--- src/rtl/regfile_wb_arbiter_if.sv ---
// regfile_wb_arbiter_if: bus bundle for the regfile write-port arbiter.
//   WB source     : wb_we, wb_wa, wb_wd
//   MC source     : mc_valid, mc_ready, mc_wa, mc_wd
//   Issue reserve : iss_valid, iss_wa
//   Decode check  : chk_ra1, chk_ra2, chk_wa, stall
//   Regfile port  : rf_we3, rf_wa3, rf_wd3
//   Scoreboard    : pending
// slave modport is the arbiter side; master is the surrounding pipeline.
interface regfile_wb_arbiter_if #(
   parameter int NREG = 32,
   parameter int DW   = 64,
   parameter int AW   = 5
);
   logic            wb_we;
   logic [AW-1:0]   wb_wa;
   logic [DW-1:0]   wb_wd;
   logic            mc_valid;
   logic            mc_ready;
   logic [AW-1:0]   mc_wa;
   logic [DW-1:0]   mc_wd;
   logic            iss_valid;
   logic [AW-1:0]   iss_wa;
   logic [AW-1:0]   chk_ra1;
   logic [AW-1:0]   chk_ra2;
   logic [AW-1:0]   chk_wa;
   logic            stall;
   logic            rf_we3;
   logic [AW-1:0]   rf_wa3;
   logic [DW-1:0]   rf_wd3;
   logic [NREG-1:0] pending;

   modport slave (
      input  wb_we, wb_wa, wb_wd, mc_valid, mc_wa, mc_wd,
             iss_valid, iss_wa, chk_ra1, chk_ra2, chk_wa,
      output mc_ready, stall, rf_we3, rf_wa3, rf_wd3, pending
   );

   modport master (
      output wb_we, wb_wa, wb_wd, mc_valid, mc_wa, mc_wd,
             iss_valid, iss_wa, chk_ra1, chk_ra2, chk_wa,
      input  mc_ready, stall, rf_we3, rf_wa3, rf_wd3, pending
   );
endinterface

--- src/rtl/regfile_wb_arbiter.sv ---
// regfile_wb_arbiter: shares the single regfile write port between the
// pipeline WB stage and a multicycle (mul/div) unit.
//   clk     : clock, rising edge
//   reset_n : asynchronous active-low reset
//   bus     : regfile_wb_arbiter_if.slave (WB, MC handshake, issue
//             reservation, decode check/stall, regfile port, pending)
// WB always owns the port when it writes a real register; multicycle
// results wait in a small FIFO and drain on WB bubbles. A pending-dest
// scoreboard plus a starvation counter drive the decode stall.
// Optional: define REGFILE_WB_BYPASS_EN to let a multicycle result hit the
// port in its arrival cycle when the FIFO is empty and WB is idle.
module regfile_wb_arbiter #(
   parameter int NREG       = 32,
   parameter int DW         = 64,
   parameter int AW         = 5,
   parameter int BUF_DEPTH  = 2,
   parameter int STARVE_MAX = 4
) (
   input  logic                  clk,
   input  logic                  reset_n,
   regfile_wb_arbiter_if.slave   bus
);
   localparam logic [AW-1:0] ZR = AW'(NREG - 1);
   localparam int PW = (BUF_DEPTH > 1) ? $clog2(BUF_DEPTH) : 1;
   localparam int CW = $clog2(BUF_DEPTH + 1);
   localparam int SW = $clog2(STARVE_MAX + 1);

   logic [AW-1:0]   buf_wa [BUF_DEPTH];
   logic [DW-1:0]   buf_wd [BUF_DEPTH];
   logic [PW-1:0]   rd_ptr, wr_ptr;
   logic [CW-1:0]   count;
   logic [SW-1:0]   starve_cnt;
   logic [NREG-1:0] pend_q, pend_d;

   logic wb_claim, empty, full, deq, enq, bypass, mc_write, starve;

   assign wb_claim = bus.wb_we && (bus.wb_wa != ZR);
   assign empty    = (count == '0);
   assign full     = (count == CW'(BUF_DEPTH));
   assign deq      = !wb_claim && !empty;

`ifdef REGFILE_WB_BYPASS_EN
   assign bypass   = !wb_claim && empty && bus.mc_valid && (bus.mc_wa != ZR);
`else
   assign bypass   = 1'b0;
`endif

   // Zero-register results complete the handshake but are never stored.
   assign enq      = bus.mc_valid && !full && (bus.mc_wa != ZR) && !bypass;
   assign mc_write = deq || bypass;
   assign starve   = (starve_cnt == SW'(STARVE_MAX));

   assign bus.mc_ready = !full;
   assign bus.pending  = pend_q;

   // Write-port mux; gated by reset so the port is quiet while held.
   always_comb begin
      bus.rf_we3 = 1'b0;
      bus.rf_wa3 = '0;
      bus.rf_wd3 = '0;
      if (reset_n) begin
         if (wb_claim) begin
            bus.rf_we3 = 1'b1;
            bus.rf_wa3 = bus.wb_wa;
            bus.rf_wd3 = bus.wb_wd;
         end else if (deq) begin
            bus.rf_we3 = 1'b1;
            bus.rf_wa3 = buf_wa[rd_ptr];
            bus.rf_wd3 = buf_wd[rd_ptr];
         end else if (bypass) begin
            bus.rf_we3 = 1'b1;
            bus.rf_wa3 = bus.mc_wa;
            bus.rf_wd3 = bus.mc_wd;
         end
      end
   end

   // Clear first, then set, so a same-cycle set on the same index wins.
   always_comb begin
      pend_d = pend_q;
      if (mc_write)
         pend_d[bus.rf_wa3] = 1'b0;
      if (bus.iss_valid && (bus.iss_wa != ZR))
         pend_d[bus.iss_wa] = 1'b1;
   end

   always_comb begin
      bus.stall = starve
         || ((bus.chk_ra1 != ZR) && pend_q[bus.chk_ra1])
         || ((bus.chk_ra2 != ZR) && pend_q[bus.chk_ra2])
         || ((bus.chk_wa  != ZR) && pend_q[bus.chk_wa]);
   end

   // Payload storage needs no reset; occupancy is tracked by count.
   always_ff @(posedge clk) begin
      if (enq) begin
         buf_wa[wr_ptr] <= bus.mc_wa;
         buf_wd[wr_ptr] <= bus.mc_wd;
      end
   end

   always_ff @(posedge clk or negedge reset_n) begin
      if (!reset_n) begin
         rd_ptr     <= '0;
         wr_ptr     <= '0;
         count      <= '0;
         starve_cnt <= '0;
         pend_q     <= '0;
      end else begin
         pend_q <= pend_d;
         if (enq) wr_ptr <= wr_ptr + PW'(1);
         if (deq) rd_ptr <= rd_ptr + PW'(1);
         case ({enq, deq})
            2'b10:   count <= count + CW'(1);
            2'b01:   count <= count - CW'(1);
            default: count <= count;
         endcase
         // Count only cycles where a buffered head lost the port to WB.
         if (empty || deq)
            starve_cnt <= '0;
         else if (wb_claim && !starve)
            starve_cnt <= starve_cnt + SW'(1);
      end
   end
endmodule

--- src/flat_wrapper.sv ---
// flat-port wrapper written by rule: the top's interface ports become plain ports
module regfile_wb_arbiter_flat 
#(
   parameter int NREG       = 32,
   parameter int DW         = 64,
   parameter int AW         = 5,
   parameter int BUF_DEPTH  = 2,
   parameter int STARVE_MAX = 4
)
  (clk, reset_n, bus_wb_we, bus_wb_wa, bus_wb_wd, bus_mc_valid, bus_mc_wa, bus_mc_wd, bus_iss_valid, bus_iss_wa, bus_chk_ra1, bus_chk_ra2, bus_chk_wa, bus_mc_ready, bus_stall, bus_rf_we3, bus_rf_wa3, bus_rf_wd3, bus_pending);
  regfile_wb_arbiter_if #(.NREG(NREG), .DW(DW), .AW(AW)) bus_i ();
  input  logic clk;
  input  logic reset_n;
  input wire logic [$bits(bus_i.wb_we)-1:0] bus_wb_we;
  input wire logic [$bits(bus_i.wb_wa)-1:0] bus_wb_wa;
  input wire logic [$bits(bus_i.wb_wd)-1:0] bus_wb_wd;
  input wire logic [$bits(bus_i.mc_valid)-1:0] bus_mc_valid;
  input wire logic [$bits(bus_i.mc_wa)-1:0] bus_mc_wa;
  input wire logic [$bits(bus_i.mc_wd)-1:0] bus_mc_wd;
  input wire logic [$bits(bus_i.iss_valid)-1:0] bus_iss_valid;
  input wire logic [$bits(bus_i.iss_wa)-1:0] bus_iss_wa;
  input wire logic [$bits(bus_i.chk_ra1)-1:0] bus_chk_ra1;
  input wire logic [$bits(bus_i.chk_ra2)-1:0] bus_chk_ra2;
  input wire logic [$bits(bus_i.chk_wa)-1:0] bus_chk_wa;
  output wire logic [$bits(bus_i.mc_ready)-1:0] bus_mc_ready;
  output wire logic [$bits(bus_i.stall)-1:0] bus_stall;
  output wire logic [$bits(bus_i.rf_we3)-1:0] bus_rf_we3;
  output wire logic [$bits(bus_i.rf_wa3)-1:0] bus_rf_wa3;
  output wire logic [$bits(bus_i.rf_wd3)-1:0] bus_rf_wd3;
  output wire logic [$bits(bus_i.pending)-1:0] bus_pending;
  assign bus_i.wb_we = bus_wb_we;
  assign bus_i.wb_wa = bus_wb_wa;
  assign bus_i.wb_wd = bus_wb_wd;
  assign bus_i.mc_valid = bus_mc_valid;
  assign bus_i.mc_wa = bus_mc_wa;
  assign bus_i.mc_wd = bus_mc_wd;
  assign bus_i.iss_valid = bus_iss_valid;
  assign bus_i.iss_wa = bus_iss_wa;
  assign bus_i.chk_ra1 = bus_chk_ra1;
  assign bus_i.chk_ra2 = bus_chk_ra2;
  assign bus_i.chk_wa = bus_chk_wa;
  assign bus_mc_ready = bus_i.mc_ready;
  assign bus_stall = bus_i.stall;
  assign bus_rf_we3 = bus_i.rf_we3;
  assign bus_rf_wa3 = bus_i.rf_wa3;
  assign bus_rf_wd3 = bus_i.rf_wd3;
  assign bus_pending = bus_i.pending;
  regfile_wb_arbiter #(.NREG(NREG), .DW(DW), .AW(AW), .BUF_DEPTH(BUF_DEPTH), .STARVE_MAX(STARVE_MAX)) u_core (.clk(clk), .reset_n(reset_n), .bus(bus_i));
endmodule
--- config.mk ---
export PLATFORM = sky130hd
export DESIGN_NAME = regfile_wb_arbiter_flat
export DESIGN_NICKNAME = d
export VERILOG_FILES = /design/src/rtl/regfile_wb_arbiter_if.sv /design/src/rtl/regfile_wb_arbiter.sv /design/src/flat_wrapper.sv
export SDC_FILE = /design/constraint.sdc
export NUM_CORES = 1
export LEC_CHECK = 0
export ABC_CLOCK_PERIOD_IN_PS = 3900
export CORE_UTILIZATION = 43
export DETAILED_ROUTE_END_ITERATION = 10
export MAX_ROUTING_LAYER = met4
export PLACE_DENSITY = 0.78
export SLEW_MARGIN = 10
export SYNTH_ARGS = -nofsm -noshare
export SYNTH_HDL_FRONTEND = slang
export SYNTH_SLANG_ARGS = --single-unit
--- constraint.sdc ---
create_clock -name clk -period 3.9 [get_ports clk]
set_clock_uncertainty 0.15 [all_clocks]
set_input_delay 0.78 -clock clk [delete_from_list [all_inputs] [get_ports clk]]
set_output_delay 0.78 -clock clk [all_outputs]
set_load 0.1 [all_outputs]
==> out/metrics.yaml, run 1 <==
timing:
  holdWs_ns: 0.3716
  clock.fmax_mhz: 267.8
  finalSetupTns_ns: 0
  fin_crit_ns: 3.734
  drv_slew: 0
  rsz0062_at_grt: "false"
  fin_crit_sh: 0.9575
  slew_headroom: 0.2564
  tightestPinTransition_ns: 1.113
  hold_viol: 0
  setup_viol: 0
logic_synthesis:
  synth_top_area_frac: 0.4705
  synthTopCellsByArea: "edfxtp_1, dfrtp_1, mux2i_1"
  yosysMostFrequentCell: "edfxtp_1"
  yosysUniqueCellTypes: 49
  synth_commonest_cells: "edfxtp_1, nor2_1, mux2i_1, a21oi_1, nor3_1"
  synth_cells: 754
  async_flop_share: 0.2203
  synth_area_sq_um: 8808
  synth_fp_nets: 920
  yosys_warnings: 0
  synth_edf_count: 138
  synth_flop_cell: "edfxtp_1"
  ys_ff_latch: 177
  synth_area_leader_cell: "edfxtp_1"
  ys_seq_area_frac: 0.5812
  synth_area_per_cell_sq_um: 11.68
cts:
  cts.sinks: 177
  cts.clk_slew.worst_paths_ns: 0.07
  cts_root_buf: "clkbuf_16"
  cts_tree: "yes"
  cts_buffer_depth: 2
  insertion_delay_ns: 0.42
  cts-resized-gates: 0
  cts_buffers: 17
  cts_setup_buffers: 0
  h-tree-depth: 4
  hold_buffers: 0
global_routing:
  grt_pass1_wl_microns: 41220
  antenna_found_initial: 3
  grt.overflow.total: 0
  grt_max_degree: 65
  grt_pass1_vias: 7451
  gr-usage-all-layers: 0.2632
drt:
  vias: 7209
  drc: 0
  viasPerCell: 5.571
  ant_nets: 0
  first_iter_violations: 524
  wl_per_cell_microns: 20.37
  drt_pass1_iterations: 5
  routed_wl_microns: 26360
setup_path:
  crit_slowest_cell: "clkdlybuf4s50_1"
  crit_chain: "clkdlybuf4s50_1, nand3_2, o21a_4, buf_12, nor3_1, a21oi_1, nor2_2, buf_12"
  worstPathMaxFanout: 26
  critPathKind: "primary input to primary output"
  cp-start-kind: "primary input"
  crit_top_cell: "buf_12"
  crit_path_end_kind: "primary output"
  cp_num_buf_inv: 3
  critPathArrivalTime_ns: 2.80
  slowest_delay_ns: 0.57
  cp_top_family: "buffers and inverters"
  required_ns: 2.97
final_layout:
  postLayoutCoreUtil: 0.6732
  drive_above_1_share: 0.2135
  fin_nets: 1179
  final_cells: 1294
  num-fill-cells: 1381
  seqCellArea_sq_um: 5124
  area_growth_pct: 51.18
  postLayoutCellArea_sq_um: 13320
  multi_input_area_sq_um: 3536
placement:
  dp_cells: 1259
  portBuffers: 266
  dp_hpwl_microns: 19340
  dpl_cell_area_sq_um: 12740
  gp_congestion: 0.9401
power:
  power_density_nw_per_um2: 636.4
  worst_ir_drop_vdd_mv: 0.5397
  p_leak_nw: 5.030
floorplan:
  initial_core_util: 0.4453
  num_rows: 51
  ios: 267
  die_area_sq_um: 21060
  die_h_microns: 145.1
  die_w_microns: 145.1
  core_area_sq_um: 19780
run_status:
  outcome: "finished clean"
worst_hold_path:
  hold_class: "flop to flop"
run:
  drv_cap: 0
cell type report:
type	instances	share of cell area
Tap cell	265	0.02490
Sequential cell	177	0.3848
Antenna cell	3	0.0005638
Inverter	27	0.007705
Multi-Input combinational cell	500	0.2655
Clock inverter	15	0.01081
Clock buffer	17	0.03195
Timing Repair Buffer	290	0.2738
worst reg2reg max path: stages, from the launching register on:
cell and delay, ns:
dfrtp_1 0.46, nor2_4 0.67, buf_12 0.31, nor2_1 0.12, mux2_2 0.33, nor4_2 0.47, o221ai_1 0.23
sequential cells by signal (all words and copies together), names as in the netlist:
signal / cells
u_core.rd_ptr: 1
u_core.count: 2
u_core.bus.pending: 32
u_core.starve_cnt: 3
u_core.buf_wa: 10
u_core.wr_ptr: 1
u_core.buf_wd: 128
placed cells by master, fill, tap and decap left out, types with 4 or more instances in the layout:
master / count
a21oi_1: 78
a31oi_1: 10
buf_12: 79
buf_4: 17
clkbuf_16: 17
clkdlybuf4s50_1: 193
dfrtp_1: 38
edfxtp_1: 138
inv_1: 25
inv_6: 5
inv_8: 4
mux2i_1: 79
mux4_2: 21
nand2_1: 26
nand2b_1: 6
nand3_1: 5
nand3b_1: 7
nand4b_1: 5
nor2_1: 64
nor2_2: 50
nor3_1: 73
o21ai_0: 15
o221ai_1: 12
xnor2_1: 4
worst paths after layout:
check | startpoint | to | slack (ns) | depth (start not counted)
max | bus_wb_wa[2] | bus_rf_wd3[10] | 0.17 | 8
min | u_core.bus.pending[31] | u_core.bus.pending[31] | 0.37 | 1
max reg2reg | u_core.count[0] | u_core.bus.pending[15] | 1.02 | 6
min reg2reg | u_core.bus.pending[31] | u_core.bus.pending[31] | 0.37 | 1
max in group asynchronous | reset_n | u_core.rd_ptr | 2.73 | 2
min in group asynchronous | reset_n | u_core.bus.pending[4] | 0.46 | 2
routing by layer:
metal,routed length (microns),GRT usage,up-vias
li1,-,-,3347
met1,10260,0.3175,3463
met2,12910,0.4221,357
met3,2491,0.07516,42
met4,700,0.09263,0
met5,0,-,-
kinds of logic (layout without fill, tap and decap cells):
family	Yosys count	after routing	share of synthesized area
flops	177	177	0.5812
compound gates	129	129	0.08651
xor+xnor	6	6	0.005966
fa+ha+maj	3	3	0.004262
mux	104	104	0.1489
buf+inv	77	349	0.03494
simple gates	258	258	0.1382
other cells	0	3	0
where the power goes:
group          internal (W)  total (W)  switching [W]
registers           0.00251    0.00281       0.000304
logic               0.00142    0.00403        0.00261
clock network      0.000850    0.00164       0.000785
per-stage QoR:
stage	setup WS [ns]	power, W
floorplan	-0.1641	0.005468
global placement	0.1587	0.006827
detailed placement	0.1217	0.006883
CTS	0.1154	0.008518
global route	0.02188	0.008812
finish	0.1659	0.008475
No activity file was read; power rests on OpenSTA's default activity.
==> run 2: changes to the inputs <==
--- a/config.mk
+++ b/config.mk
@@ -6,6 +6,7 @@
 export NUM_CORES = 1
 export LEC_CHECK = 0
 export ABC_CLOCK_PERIOD_IN_PS = 3900
+export CORE_ASPECT_RATIO = 1.75
 export CORE_UTILIZATION = 43
 export DETAILED_ROUTE_END_ITERATION = 10
 export MAX_ROUTING_LAYER = met4
==> run 2 against run 1 <==
  * Hold slack worse by 0.21 ns
  * Setup slack got worse by 0.040 ns
  * Via count rose by 0.61%
  * Sequential cell count stayed put
  * Largest cell class unchanged
  * Largest power group unchanged
==> out/metrics.yaml, run 2 (synthesis results as in run 1) <==
final_layout:
  regMostFlops: "u_core.buf_wd"
  mostFrequentLayoutCells: "clkdlybuf4s50_1, edfxtp_1, mux2i_1"
  postLayoutCellArea_sq_um: 13320  # about the same
  fin_nets: 1181  # +0.17%
  area_growth_pct: 51.24  # about the same
  largest_reg_flops: 128  # unchanged
  final_common_cell: "clkdlybuf4s50_1"
  num-fill-cells: 1505  # +9.0%
  drive_above_1_share: 0.2171  # +0.003687
floorplan:
  core_area_sq_um: 19910  # +0.65%
  ios: 267  # unchanged
  die_area_sq_um: 21080  # +0.10%
  initial_core_util: 0.4424  # -0.002854
  die_h_microns: 191.3  # +32%
  num_rows: 68  # +33%
  die_w_microns: 110.2  # -24%
drt:
  drt_pass1_iterations: 5  # unchanged
  ant_nets: 0  # unchanged
  wl_met1_microns: 8732  # -15%
  top_layer_used: "met4"
  drc: 0  # unchanged
  first_iter_violations: 477  # -9.0%
  wl_met2_microns: 14320  # +11%
  vias: 7253  # +0.61%
  viasPerCell: 5.693  # +2.2%
  wl_met3_microns: 1797  # -28%
  wl_per_cell_microns: 20.58  # +1.0%
  routed_wl_microns: 26220  # -0.53%
cts:
  cts.sinks: 177  # unchanged
  cts_setup_buffers: 0  # unchanged
  hold_buffers: 0  # unchanged
  h-tree-depth: 4  # unchanged
  cts_tree: "yes"
  cts_root_buf: "clkbuf_16"
  cts_buffers: 17  # unchanged
  insertion_delay_ns: 0.42  # about the same
  cts.clk_slew.worst_paths_ns: 0.07  # about the same
  cts_buffer_depth: 2  # unchanged
global_routing:
  antenna_found_initial: 2  # -1
  grt_max_degree: 46  # -29%
  grt_pass1_wl_microns: 39620  # -3.9%
  grt_pass1_vias: 7402  # -0.66%
  gr-usage-all-layers: 0.2662  # +0.003056
  grt.overflow.total: 0  # unchanged
timing:
  tightestPinTransition_ns: 1.074  # -0.03904 ns
  clock.fmax_mhz: 265.0  # -1.1%
  holdWs_ns: 0.1574  # -0.2141 ns
  fin_crit_sh: 0.9677  # +0.01022
  rsz0062_at_grt: "false"
  slew_headroom: 0.2825  # +0.02609
  drv_slew: 0  # unchanged
  fin_crit_ns: 3.774  # +0.03986 ns
  hold_viol: 0  # unchanged
  setup_viol: 0  # unchanged
setup_path:
  crit_top_cell: "buf_12"
  crit_chain: "clkdlybuf4s50_1, buf_12, mux4_2, mux2i_1, o31ai_1, nor3_2, nand4_1, buf_12"
  r2r_setup_slack_ns: 1.01  # about the same
  slowest_delay_ns: 0.51  # -0.06 ns
  worstPathMaxFanout: 9  # -65%
  crit_path_end_kind: "primary output"
  required_ns: 2.97  # about the same
  cp-start-kind: "primary input"
  crit_slowest_cell: "clkdlybuf4s50_1"
  critPathKind: "primary input to primary output"
  critPathArrivalTime_ns: 2.84  # +0.04 ns
run:
  drv_cap: 0  # unchanged
placement:
  portBuffers: 266  # unchanged
  gp_congestion: 0.9776  # +4.0%
  dp_hpwl_microns: 19230  # -0.56%
  dpl_cell_area_sq_um: 12710  # -0.22%
power:
  power_density_nw_per_um2: 640.1  # +0.58%
  p_total_w: 0.008527  # +0.62%
  worst_ir_drop_vdd_mv: 0.4385  # -19%
  p_leak_nw: 5.050  # +0.40%
run_status:
  outcome: "finished clean"
worst_hold_path:
  hold_class: "primary input to async pin"
-- run 2: changes by cell type in the layout (fill, tap and decap cells not counted), moves of 2 or more --
cell,delta
inv_6,-2
clkinv_8,+2
buf_4,+5
clkdlybuf4s50_1,-3
-- run 2: layout make-up --
cell class              instances  area, sq um  share of cell area
flip-flops and latches        177         5124              0.3846
repair buffers                292         3646              0.2737
multi-input cells             500         3541              0.2658
clock buffers                  17        425.4             0.03193
well taps                     245        306.5             0.02301
clock inverters                14        171.4             0.01287
inverters                      27        102.6            0.007702
diodes                          2        5.005           0.0003757
-- run 2: final timing paths --
kind,start,end,depth (start not counted)
worst max-delay path,bus_chk_ra2[0],bus_stall,8
worst min-delay path,reset_n,u_core.bus.pending[18],1
worst max register to register,u_core.count[1],u_core.bus.pending[11],5
worst min register to register,u_core.wr_ptr,u_core.wr_ptr,1
max in group asynchronous,reset_n,u_core.starve_cnt[0],2
min in group clk,u_core.wr_ptr,u_core.wr_ptr,1
-- run 2: per-layer routing --
layer	GRT usage	vias up
li1	-	3342
met1	0.2754	3479
met2	0.4603	344
met3	0.06478	88
met4	0.1361	0
met5	-	-
-- run 2: metrics by stage --
step	worst slack (ns)	instances	util	setup TNS, ns
6_report	0.1260	1274	0.6691	0
5_1_grt	0.05475	1274	0.6691	0
4_1_cts	0.07425	1272	0.6685	0
3_5_place_dp	0.07550	1241	0.6385	0
3_3_place_gp	0.1001	1241	0.6385	0
2_1_floorplan	-0.1641	754	-	-22.63
-- run 2: timing repair --
action / in CTS / in global routing
resized for setup: 0 / 2
endpoints found under the hold margin: 0 / 0
endpoints found under the setup margin: 0 / 1
-- run 2: critical path: cells and delay by family --
kind / cells / cell delay, ns
compound gates: 1 / 0.11
buf+inv: 3 / 0.88
mux: 2 / 0.67
simple gates: 2 / 0.39
-- run 2: report_power, final --
group	internal [W]	total (W)	switching, W	leakage (nW)
Combinational	0.00143	0.00411	0.00268	3.08
Clock	0.000913	0.00169	0.000781	0.285
Sequential	0.00251	0.00272	0.000214	1.68
